$ cat src/rtl/multicycle_ctrl.sv
// multicycle_ctrl: multi-cycle sequencing FSM for the MIPS datapath.
// Splits each instruction into FETCH/DECODE/EXEC/MEM/WB steps and drives the
// per-state write enables and mux selects. Memory accesses (instruction fetch
// and data access) each take MEM_LAT cycles.
// Optional feature macro: MULTICYCLE_ILLEGAL_HALT_EN -- when defined, an
// unsupported instruction parks the controller in HALT until reset; otherwise
// it behaves as a nop that raises the illegal pulse.
module multicycle_ctrl #(
   parameter int MEM_LAT = 1
) (
   input  logic       clk,
   input  logic       reset,
   input  logic [5:0] opcode,
   input  logic [5:0] funct,
   input  logic       zero,
   output logic [2:0] state,
   output logic       ir_we,
   output logic       pc_we,
   output logic [1:0] pc_sel,
   output logic       grf_we,
   output logic [1:0] grf_wa_sel,
   output logic [1:0] grf_wd_sel,
   output logic [2:0] alu_op,
   output logic       alu_src,
   output logic       ext_op,
   output logic [1:0] mem_size,
   output logic       load_sign,
   output logic       dm_we,
   output logic       instr_done,
   output logic       illegal
);

   typedef enum logic [2:0] {
      ST_FETCH  = 3'd0,
      ST_DECODE = 3'd1,
      ST_EXEC   = 3'd2,
      ST_MEM    = 3'd3,
      ST_WB     = 3'd4,
      ST_HALT   = 3'd5
   } state_e;

   localparam logic [3:0] LAST_CNT = 4'(MEM_LAT - 1);

   state_e     state_q, state_d;
   logic [3:0] cnt_q, cnt_d;
   logic       cntLast;

   logic isRtype, isAddu, isSubu, isJr, isNop;
   logic isOri, isLui, isBeq, isJ, isJal;
   logic isLw, isLb, isLbu, isLh, isLhu, isSw, isSb, isSh;
   logic isLoad, isStore, isLegal;

   logic [2:0] aluOpSel;
   logic       aluSrcSel, extOpSel;
   logic [1:0] memSizeSel;
   logic       loadSignSel;

   assign cntLast = (cnt_q == LAST_CNT);

   // Instruction classification straight from the IR fields
   always_comb begin
      isRtype = (opcode == 6'h00);
      isAddu  = isRtype && (funct == 6'h21);
      isSubu  = isRtype && (funct == 6'h23);
      isJr    = isRtype && (funct == 6'h08);
      isNop   = isRtype && (funct == 6'h00);
      isOri   = (opcode == 6'h0d);
      isLui   = (opcode == 6'h0f);
      isBeq   = (opcode == 6'h04);
      isJ     = (opcode == 6'h02);
      isJal   = (opcode == 6'h03);
      isLw    = (opcode == 6'h23);
      isLb    = (opcode == 6'h20);
      isLbu   = (opcode == 6'h24);
      isLh    = (opcode == 6'h21);
      isLhu   = (opcode == 6'h25);
      isSw    = (opcode == 6'h2b);
      isSb    = (opcode == 6'h28);
      isSh    = (opcode == 6'h29);
      isLoad  = isLw | isLb | isLbu | isLh | isLhu;
      isStore = isSw | isSb | isSh;
      isLegal = isAddu | isSubu | isJr | isNop | isOri | isLui | isBeq |
                isJ | isJal | isLoad | isStore;
   end

   // ALU and memory selects per instruction; EXEC/MEM drive them and WB holds them
   always_comb begin
      aluOpSel    = 3'd0;
      aluSrcSel   = 1'b0;
      extOpSel    = 1'b0;
      memSizeSel  = 2'd0;
      loadSignSel = 1'b0;
      if (isSubu) begin
         aluOpSel = 3'd1;
      end else if (isOri) begin
         aluOpSel  = 3'd2;
         aluSrcSel = 1'b1;
      end else if (isLui) begin
         aluOpSel  = 3'd3;
         aluSrcSel = 1'b1;
      end else if (isBeq) begin
         aluOpSel = 3'd1;
         extOpSel = 1'b1;
      end else if (isLoad || isStore) begin
         aluSrcSel = 1'b1;
         extOpSel  = 1'b1;
      end
      if (isLh || isLhu || isSh) begin
         memSizeSel = 2'd1;
      end else if (isLb || isLbu || isSb) begin
         memSizeSel = 2'd2;
      end
      loadSignSel = isLb | isLh;
   end

   // State and wait-counter registers, synchronous reset back to FETCH
   always_ff @(posedge clk) begin
      if (reset) begin
         state_q <= ST_FETCH;
         cnt_q   <= 4'd0;
      end else begin
         state_q <= state_d;
         cnt_q   <= cnt_d;
      end
   end

   // Next-state logic; the counter only advances while waiting on memory and
   // is cleared whenever the state changes
   always_comb begin
      state_d = state_q;
      cnt_d   = 4'd0;
      case (state_q)
         ST_FETCH: begin
            if (cntLast) state_d = ST_DECODE;
            else         cnt_d   = cnt_q + 4'd1;
         end
         ST_DECODE: begin
            if (!isLegal) begin
`ifdef MULTICYCLE_ILLEGAL_HALT_EN
               state_d = ST_HALT;
`else
               state_d = ST_FETCH;
`endif
            end else if (isJ || isJal || isJr || isNop) begin
               state_d = ST_FETCH;
            end else begin
               state_d = ST_EXEC;
            end
         end
         ST_EXEC: begin
            if (isBeq)                   state_d = ST_FETCH;
            else if (isLoad || isStore)  state_d = ST_MEM;
            else                         state_d = ST_WB;
         end
         ST_MEM: begin
            if (cntLast) state_d = isStore ? ST_FETCH : ST_WB;
            else         cnt_d   = cnt_q + 4'd1;
         end
         ST_WB: state_d = ST_FETCH;
         ST_HALT: begin
`ifdef MULTICYCLE_ILLEGAL_HALT_EN
            state_d = ST_HALT;
`else
            state_d = ST_FETCH;
`endif
         end
         default: state_d = ST_FETCH;
      endcase
   end

   // Moore output decode; the IR is only valid from DECODE onward, so outputs
   // are decoded from the current state rather than pre-registered, and reset
   // forces every enable low so an aborted instruction writes nothing
   always_comb begin
      state      = state_q;
      ir_we      = 1'b0;
      pc_we      = 1'b0;
      pc_sel     = 2'd0;
      grf_we     = 1'b0;
      grf_wa_sel = 2'd0;
      grf_wd_sel = 2'd0;
      alu_op     = 3'd0;
      alu_src    = 1'b0;
      ext_op     = 1'b0;
      mem_size   = 2'd0;
      load_sign  = 1'b0;
      dm_we      = 1'b0;
      instr_done = 1'b0;
      illegal    = 1'b0;
      if (reset) begin
         state = ST_FETCH;
      end else begin
         case (state_q)
            ST_FETCH: begin
               if (cntLast) begin
                  ir_we = 1'b1;
                  pc_we = 1'b1;
               end
            end
            ST_DECODE: begin
               if (!isLegal) begin
                  illegal    = 1'b1;
                  instr_done = 1'b1;
               end else if (isJ || isJal) begin
                  pc_we      = 1'b1;
                  pc_sel     = 2'd2;
                  instr_done = 1'b1;
                  if (isJal) begin
                     grf_we     = 1'b1;
                     grf_wa_sel = 2'd2;
                     grf_wd_sel = 2'd2;
                  end
               end else if (isJr) begin
                  pc_we      = 1'b1;
                  pc_sel     = 2'd3;
                  instr_done = 1'b1;
               end else if (isNop) begin
                  instr_done = 1'b1;
               end
            end
            ST_EXEC: begin
               alu_op  = aluOpSel;
               alu_src = aluSrcSel;
               ext_op  = extOpSel;
               if (isBeq) begin
                  instr_done = 1'b1;
                  if (zero) begin
                     pc_we  = 1'b1;
                     pc_sel = 2'd1;
                  end
               end
            end
            ST_MEM: begin
               alu_op    = aluOpSel;
               alu_src   = aluSrcSel;
               ext_op    = extOpSel;
               mem_size  = memSizeSel;
               load_sign = loadSignSel;
               if (cntLast && isStore) begin
                  dm_we      = 1'b1;
                  instr_done = 1'b1;
               end
            end
            ST_WB: begin
               alu_op     = aluOpSel;
               alu_src    = aluSrcSel;
               ext_op     = extOpSel;
               grf_we     = 1'b1;
               grf_wa_sel = isRtype ? 2'd1 : 2'd0;
               grf_wd_sel = isLoad ? 2'd1 : 2'd0;
               instr_done = 1'b1;
               if (isLoad) begin
                  mem_size  = memSizeSel;
                  load_sign = loadSignSel;
               end
            end
            default: begin
            end
         endcase
      end
   end

endmodule

$ cat config.mk
export PLATFORM = sky130hd
export DESIGN_NAME = multicycle_ctrl
export DESIGN_NICKNAME = d
export VERILOG_FILES = /design/src/rtl/multicycle_ctrl.sv
export SDC_FILE = /design/constraint.sdc
export NUM_CORES = 1
export LEC_CHECK = 0
export ABC_CLOCK_PERIOD_IN_PS = 2260
export CORE_MARGIN = 2
export CORE_UTILIZATION = 43
export DETAILED_ROUTE_END_ITERATION = 10
export GPL_ROUTABILITY_DRIVEN = 0
export HOLD_SLACK_MARGIN = 0.1
export PLACE_DENSITY = 0.8
export SLEW_MARGIN = 20
export SYNTH_ARGS = -nofsm -noshare
export SYNTH_HDL_FRONTEND = slang
export SYNTH_SLANG_ARGS = --single-unit
$ cat constraint.sdc
create_clock -name clk -period 2.26 [get_ports clk]
set_input_delay 0.452 -clock clk [delete_from_list [all_inputs] [get_ports clk]]
set_output_delay 0.452 -clock clk [all_outputs]
set_load 0.01 [all_outputs]
==> summary.txt, run 1 <==
Critical path
  – CP endpoint kind: output pin
  – Crit Path Max Fanout: 4
  – Worst endpoint required time: 1.81 ns
  – Source of the worst register-to-register timing path: state_q[2]
  – Startpoint class of the critical path: input port
  – R2R depth: 8
  – Worst R2R Setup Slack: 0.76 ns
  – CP arrival: 2.00 ns
  – Reg-to-Reg End: state_q[1]
  – Setup CP Type: in2out

Run status
  – Outcome: finished, violations left
  – Failing checks: setup timing

Routing
  – Final ANT Viol Nets: 0
  – Remaining DRCs: 0
  – Via count: 1368
  – DR pass1 iterations: 4
  – Wirelength per Cell: 17.1 um
  – WL final: 4030 um
  – Initial DRC count: 36
  – Drt via density: 5.82

Clock network
  – CTS Sinks: 7
  – Total CTS buffers: 3
  – Clock slew at reported path FFs: 0.05 ns
  – CTS max path bufs: 2
  – Post-CTS Hold Buffers: 0
  – Clock Tree Root: clkbuf_4
  – CTS tree: done
  – Htree depth: 1
  – Worst skew pair latency: 0.25 ns

Power and ir drop
  – Power share of the clock group: 26.0%
  – Sw power: 0.000153 W
  – Switch share: 34.1%
  – Pint: 0.000296 W
  – PD cells: 264 mW/mm^2
  – Maximum ir drop on the vdd rail: 449 uV
  – Register share of total power: 28.8%
  – Leakage power: 0.784 nW
  – Combinational Power Share: 45.2%

Synth
  – Cell with the most instances after synthesis: nor2_1
  – Yosys warnings: 0
  – Commonest cells post-synth: nor2_1, nand2_1, and3_1, dfxtp_1, inv_1
  – Fraction of registers with async set/reset: 0%
  – Cell count after synthesis: 130
  – Number of synthesized register bits: 7
  – Synth unique cells: 45
  – Synthesized area: 922 um^2
  – Mean Syn Cell Area: 7.09 um^2
  – Area contributors post-synth: dfxtp_1, nor2_1, nand2_1
  – Largest area contributor in the netlist: dfxtp_1
  – Sequential-to-total area share from yosys stat: 15.2%
  – Share of the synthesized area in the top cell type: 15.2%
  – Most used DFF post-synth: dfxtp_1
  – Post-synth EDFFs: 0
  – Mapped Nets: 147

Placed design
  – DP HPWL: 2630 um
  – IO Port Bufs: 36
  – Placement Cell Area: 0.00154 mm^2
  – Cells after DPL: 222

GRT
  – Pin count of the biggest net entering global routing: 9
  – Grt ovf: 0
  – Initial antenna violation count: 0
  – Total GRT Usage: 33.0%
  – Vias in the first global route: 1389
  – First-pass GRT wire length: 6400 um

Timing
  – Max Clock Freq: 408 MHz
  – Setup-failing EPs final: 12
  – Slew Limit Fails: 0
  – Final min period: 2.45 ns
  – Hold_ws: 0.435 ns
  – Final worst slack: -0.191 ns
  – Period Utilization, post-route: 108%
  – RSZ-0062 raised after global routing: yes
  – Post-route setup TNS: -1.13 ns
  – Final Hold Fails: 0
  – Clock skew: 0.00169 ns

Hold path
  – Hold/Removal Path Class: reg2reg
  – WHS Endpoint: cnt_q[0]
  – Hold Path Depth: 1
  – Worst min-delay path startpoint: cnt_q[0]

Final layout
  – Antenna Cells: 0
  – Final net count: 226
  – Area growth syn-to-layout: 84.4%
  – Final core occ: 84.9%
  – Non-Filler Instances: 235
  – Share of layout cells above drive strength 1: 52.9%
  – Design area: 0.00170 mm^2

Floorplanning
  – Core ar.: 0.00200 mm^2
  – Ports: 38
  – DIE HEIGHT: 50.3 um
  – Die width: 50.3 um
  – Num rows: 16
  – Die ar.: 0.00253 mm^2
  – Initial Util: 46.1%

Run
  – Total of max-cap violations: 0
[registers in the layout (all words and copies together) (netlist names)]
register / count
state_q: 3
cnt_q: 4
[per-layer routing]
metal	share of wire, %	vias up	global-route usage, %	routed length (um)
li1	-	618	-	-
met1	39	639	38.7	1560
met2	50	95	58.3	2030
met3	6.8	16	6.85	272
met4	4.2	0	12.6	169
met5	0	-	0	0
[power by group through the flow]
stage	Combinational [W]	Clock, W	Sequential, W
global placement	0.000171	0	0.000131
floorplan	0.0000775	0	0.000130
global route	0.000214	0.000126	0.000129
CTS	0.000186	0.000121	0.000128
detailed placement	0.000176	0	0.000131
finish	0.000203	0.000117	0.000129
[through the flow]
| step | worst slack [ns] | power [W] |
|---|---|---|
| floorplan | 0.0208 | 0.000207 |
| global placement | -0.895 | 0.000301 |
| detailed placement | -1.03 | 0.000307 |
| CTS | -0.270 | 0.000435 |
| global route | -0.228 | 0.000469 |
| finish | -0.191 | 0.000448 |
[how the worst max path moves through the flow]
stage                    start            end  slack, ns  depth (start not counted)
finish               opcode[4]      pc_sel[0]      -0.19                          7
global placement     opcode[0]    mem_size[1]      -0.90                          7
floorplan            opcode[3]  grf_wd_sel[1]       0.02                          6
detailed placement   opcode[0]    mem_size[1]      -1.03                          7
global route         opcode[4]    mem_size[1]      -0.23                          7
CTS                 state_q[0]    mem_size[1]      -0.27                          6
[critical path, cell delays in order]
cell and delay, ns:
buf_6 0.09, buf_6 0.10, or4_4 0.58, nor3_4 0.26
a32oi_1 0.11, nor3_1 0.22, buf_2 0.18
[cell usage in the layout, fill, tap and decap left out, types with 3 or more instances in the layout]
| master | count |
|---|---|
| dfxtp_2 | 3 |
| dlygate4sd2_1 | 6 |
| clkdlybuf4s50_1 | 5 |
| nor2b_1 | 4 |
| nor2_4 | 3 |
| inv_1 | 7 |
| and3_1 | 6 |
| o211ai_1 | 3 |
| buf_4 | 41 |
| buf_6 | 11 |
| or4_4 | 3 |
| nor2_1 | 17 |
| nand3_1 | 4 |
| buf_2 | 17 |
| nor2_2 | 3 |
| dfxtp_1 | 4 |
| nand2_1 | 9 |
| nand2b_4 | 3 |
| o22ai_1 | 3 |
| clkbuf_4 | 3 |
[cell type report]
class / instances / area, um^2
multi-input combinational: 107 / 823
inverter: 7 / 26.3
fill: 114 / 302
sequential: 7 / 144
clock buffer: 4 / 26.3
timing repair buffer: 83 / 647
tap: 27 / 33.8
[cell families (layout without fill, tap and decap cells)]
group	count (synthesis)	in the layout	share of synthesized area, %
compound gates	24	24	19.4
simple gates	75	75	48.2
mux	2	2	2.17
xor+xnor	3	3	2.85
fa+ha+maj	2	2	2.71
flops	7	7	15.2
other cells	1	1	0.407
buf+inv	16	94	9.09
[what timing repair did]
| item | 4_1_cts | 5_1_grt |
|---|---|---|
| setup buffers | 6 | 3 |
| endpoints found under the hold margin | 0 | 0 |
| resized for setup | 132 | 15 |
| pin swaps | 23 | 17 |
| setup endpoints to repair | 20 | 17 |
(Power assumes the default switching activity.)
==> inputs of run 2 (changes only) <==
--- a/config.mk
+++ b/config.mk
@@ -8,6 +8,7 @@
 export ABC_CLOCK_PERIOD_IN_PS = 2260
 export CORE_MARGIN = 2
 export CORE_UTILIZATION = 43
+export CTS_CLUSTER_DIAMETER = 150
 export DETAILED_ROUTE_END_ITERATION = 10
 export GPL_ROUTABILITY_DRIVEN = 0
 export HOLD_SLACK_MARGIN = 0.1
==> results of run 2 <==
Final layout, timing and power as in run 1 (identical DEF).
==> inputs of run 3 (changes only) <==
--- a/config.mk
+++ b/config.mk
@@ -6,6 +6,7 @@
 export NUM_CORES = 1
 export LEC_CHECK = 0
 export ABC_CLOCK_PERIOD_IN_PS = 2260
+export CAP_MARGIN = 20
 export CORE_MARGIN = 2
 export CORE_UTILIZATION = 43
 export CTS_CLUSTER_DIAMETER = 150
@@ -17,3 +18,4 @@
 export SYNTH_ARGS = -nofsm -noshare
 export SYNTH_HDL_FRONTEND = slang
 export SYNTH_SLANG_ARGS = --single-unit
+export TNS_END_PERCENT = 10
==> constraint.sdc (replaced) <==
create_clock -name clk -period 2.26 [get_ports clk]
set_input_delay 0.678 -clock clk [delete_from_list [all_inputs] [get_ports clk]]
set_output_delay 0.678 -clock clk [all_outputs]
set_load 0.01 [all_outputs]
==> run 3 against run 2 <==
Against the previous run: the flow still finishes with violations (setup timing); flip-flop and latch count is the same; setup slack worse by 0.41 ns; wire length is 9.8% higher; critical path type unchanged; non-clock buffer count up 8; clock skew up 0.0068 ns; sequential power is essentially flat; highest routed layer unchanged; register-to-register slack hardly changed; critical path depth unchanged; die area is the same.
==> summary.txt, run 3 (synthesis results as in run 1) <==
Run status
  – Outcome: finished, violations left
  – Failing checks: setup timing

Timing
  – Max Clock Freq: 350 MHz
  – Final min period: 2.86 ns
  – Final Hold Fails: 0
  – Period Utilization, post-route: 127%
  – Setup-failing EPs final: 19
  – Post-route setup TNS: -8.42 ns
  – RSZ-0062 raised after global routing: yes
  – Final worst slack: -0.600 ns
  – Clock skew: 0.00848 ns
  – Slew Limit Fails: 0

GRT
  – Pin count of the biggest net entering global routing: 12
  – Initial antenna violation count: 0
  – Total GRT Usage: 32.4%
  – Vias in the first global route: 1397
  – Grt ovf: 0
  – First-pass GRT wire length: 6370 um

Critical path
  – Crit Path Max Fanout: 4
  – Crit-path slowest cell: or4_4
  – Source of the worst register-to-register timing path: state_q[0]
  – Startpoint class of the critical path: input port
  – CP arrival: 2.18 ns
  – Worst R2R Setup Slack: 0.75 ns
  – Worst endpoint required time: 1.58 ns
  – Reg-to-Reg End: state_q[1]
  – R2R depth: 8
  – Cells along the critical path: buf_8, buf_6, a2111oi_4, mux2i_1, or4_4, nor3b_4, buf_2
  – CP endpoint kind: output pin
  – Setup CP Type: in2out
  – CP peak stage delay: 0.47 ns

Hold path
  – Hold/Removal Path Class: reg2reg
  – Worst min-delay path startpoint: cnt_q[0]
  – WHS Endpoint: cnt_q[0]
  – Hold Path Depth: 2

Final layout
  – Area growth syn-to-layout: 91.0%
  – Design area: 0.00176 mm^2
  – Antenna Cells: 0
  – Final net count: 234
  – Final core occ: 88.0%
  – Non-Filler Instances: 243
  – Commonest non-fill, non-tap cell in the layout: buf_4
  – Max FFs per register: 4
  – Regs by FF count: cnt_q: 4 flops, state_q: 3 flops
  – Fillcell total: 103
  – Share of layout cells above drive strength 1: 52.8%
  – Commonest cells after routing, fill and taps aside: buf_4, nor2_1, buf_2
  – Top reg by flops: cnt_q

Clock network
  – Clock Tree Root: clkbuf_4
  – CTS Sinks: 7
  – Total CTS buffers: 3
  – Htree depth: 1
  – CTS max path bufs: 2
  – CTS tree: done
  – Worst skew pair latency: 0.26 ns
  – Post-CTS Hold Buffers: 0
  – Clock slew at reported path FFs: 0.05 ns

Routing
  – DR pass1 iterations: 4
  – Final ANT Viol Nets: 0
  – Via count: 1420
  – Wirelength per Cell: 18.2 um
  – WL final: 4420 um
  – Drt via density: 5.84
  – Initial DRC count: 45
  – Remaining DRCs: 0

Floorplanning
  – Die width: 50.3 um
  – DIE HEIGHT: 50.3 um
  – Num rows: 16
  – Die ar.: 0.00253 mm^2
  – Ports: 38
  – Initial Util: 46.1%
  – Core ar.: 0.00200 mm^2

Placed design
  – IO Port Bufs: 36
  – Place WS: -1.38 ns
  – Cells after DPL: 226
  – Placement Cell Area: 0.00159 mm^2
  – DP HPWL: 2740 um

Power and ir drop
  – Maximum ir drop on the vdd rail: 384 uV
  – Leakage power: 0.848 nW
  – PD cells: 258 mW/mm^2

Run
  – Total of max-cap violations: 0
-- run 3: cell type report --
cell class,instances,area (um^2),area share (%)
Timing Repair Buffer,91,716,40.6
Tap cell,27,33.8,1.92
Inverter,7,26.3,1.49
Multi-Input combinational cell,107,820,46.5
Clock buffer,4,26.3,1.49
Sequential cell,7,140,7.95
-- run 3: power by group --
part	switching, W	total, W	leakage (nW)	internal (W)
clock network	0.0000511	0.000119	0.0150	0.0000677
registers	0.00000218	0.000128	0.0567	0.000126
logic	0.000100	0.000207	0.776	0.000107
-- run 3: through the flow --
stage / hold WS, ns / power (W)
after floorplan: 0.430 / 0.000210
after global placement: 0.504 / 0.000300
after detailed placement: 0.525 / 0.000307
after CTS: 0.556 / 0.000429
after global routing: 0.574 / 0.000476
final: 0.574 / 0.000454
-- run 3: worst max-delay path by stage --
| stage | start | endpoint | cells past startpoint |
|---|---|---|---|
| CTS | opcode[4] | mem_size[1] | 7 |
| finish | opcode[3] | mem_size[1] | 7 |
| floorplan | opcode[5] | mem_size[1] | 6 |
| global route | opcode[3] | mem_size[1] | 7 |
| detailed placement | opcode[2] | mem_size[1] | 7 |
| global placement | opcode[0] | mem_size[1] | 7 |
-- run 3: worst max-delay path, delay by kind of cell --
family                 cells  cell delay (ns)
multiplexers               1             0.14
AND/OR/NAND/NOR            2             0.65
buffers and inverters      3             0.38
AO/OA/AOI/OAI              1             0.34
-- run 3: repair_timing --
| action | 4_1_cts | 5_1_grt |
|---|---|---|
| resized for setup | 118 | 21 |
| pin swaps | 15 | 13 |
| setup endpoints to repair | 23 | 19 |
| setup buffers | 7 | 6 |
-- run 3: layer usage --
metal / track usage [%] / wire length [um] / up-vias
li1: - / - / 631
met1: 38.0 / 1670 / 684
met2: 59.9 / 2340 / 85
met3: 5.36 / 248 / 20
met4: 9.01 / 156 / 0
met5: 0 / 0 / -
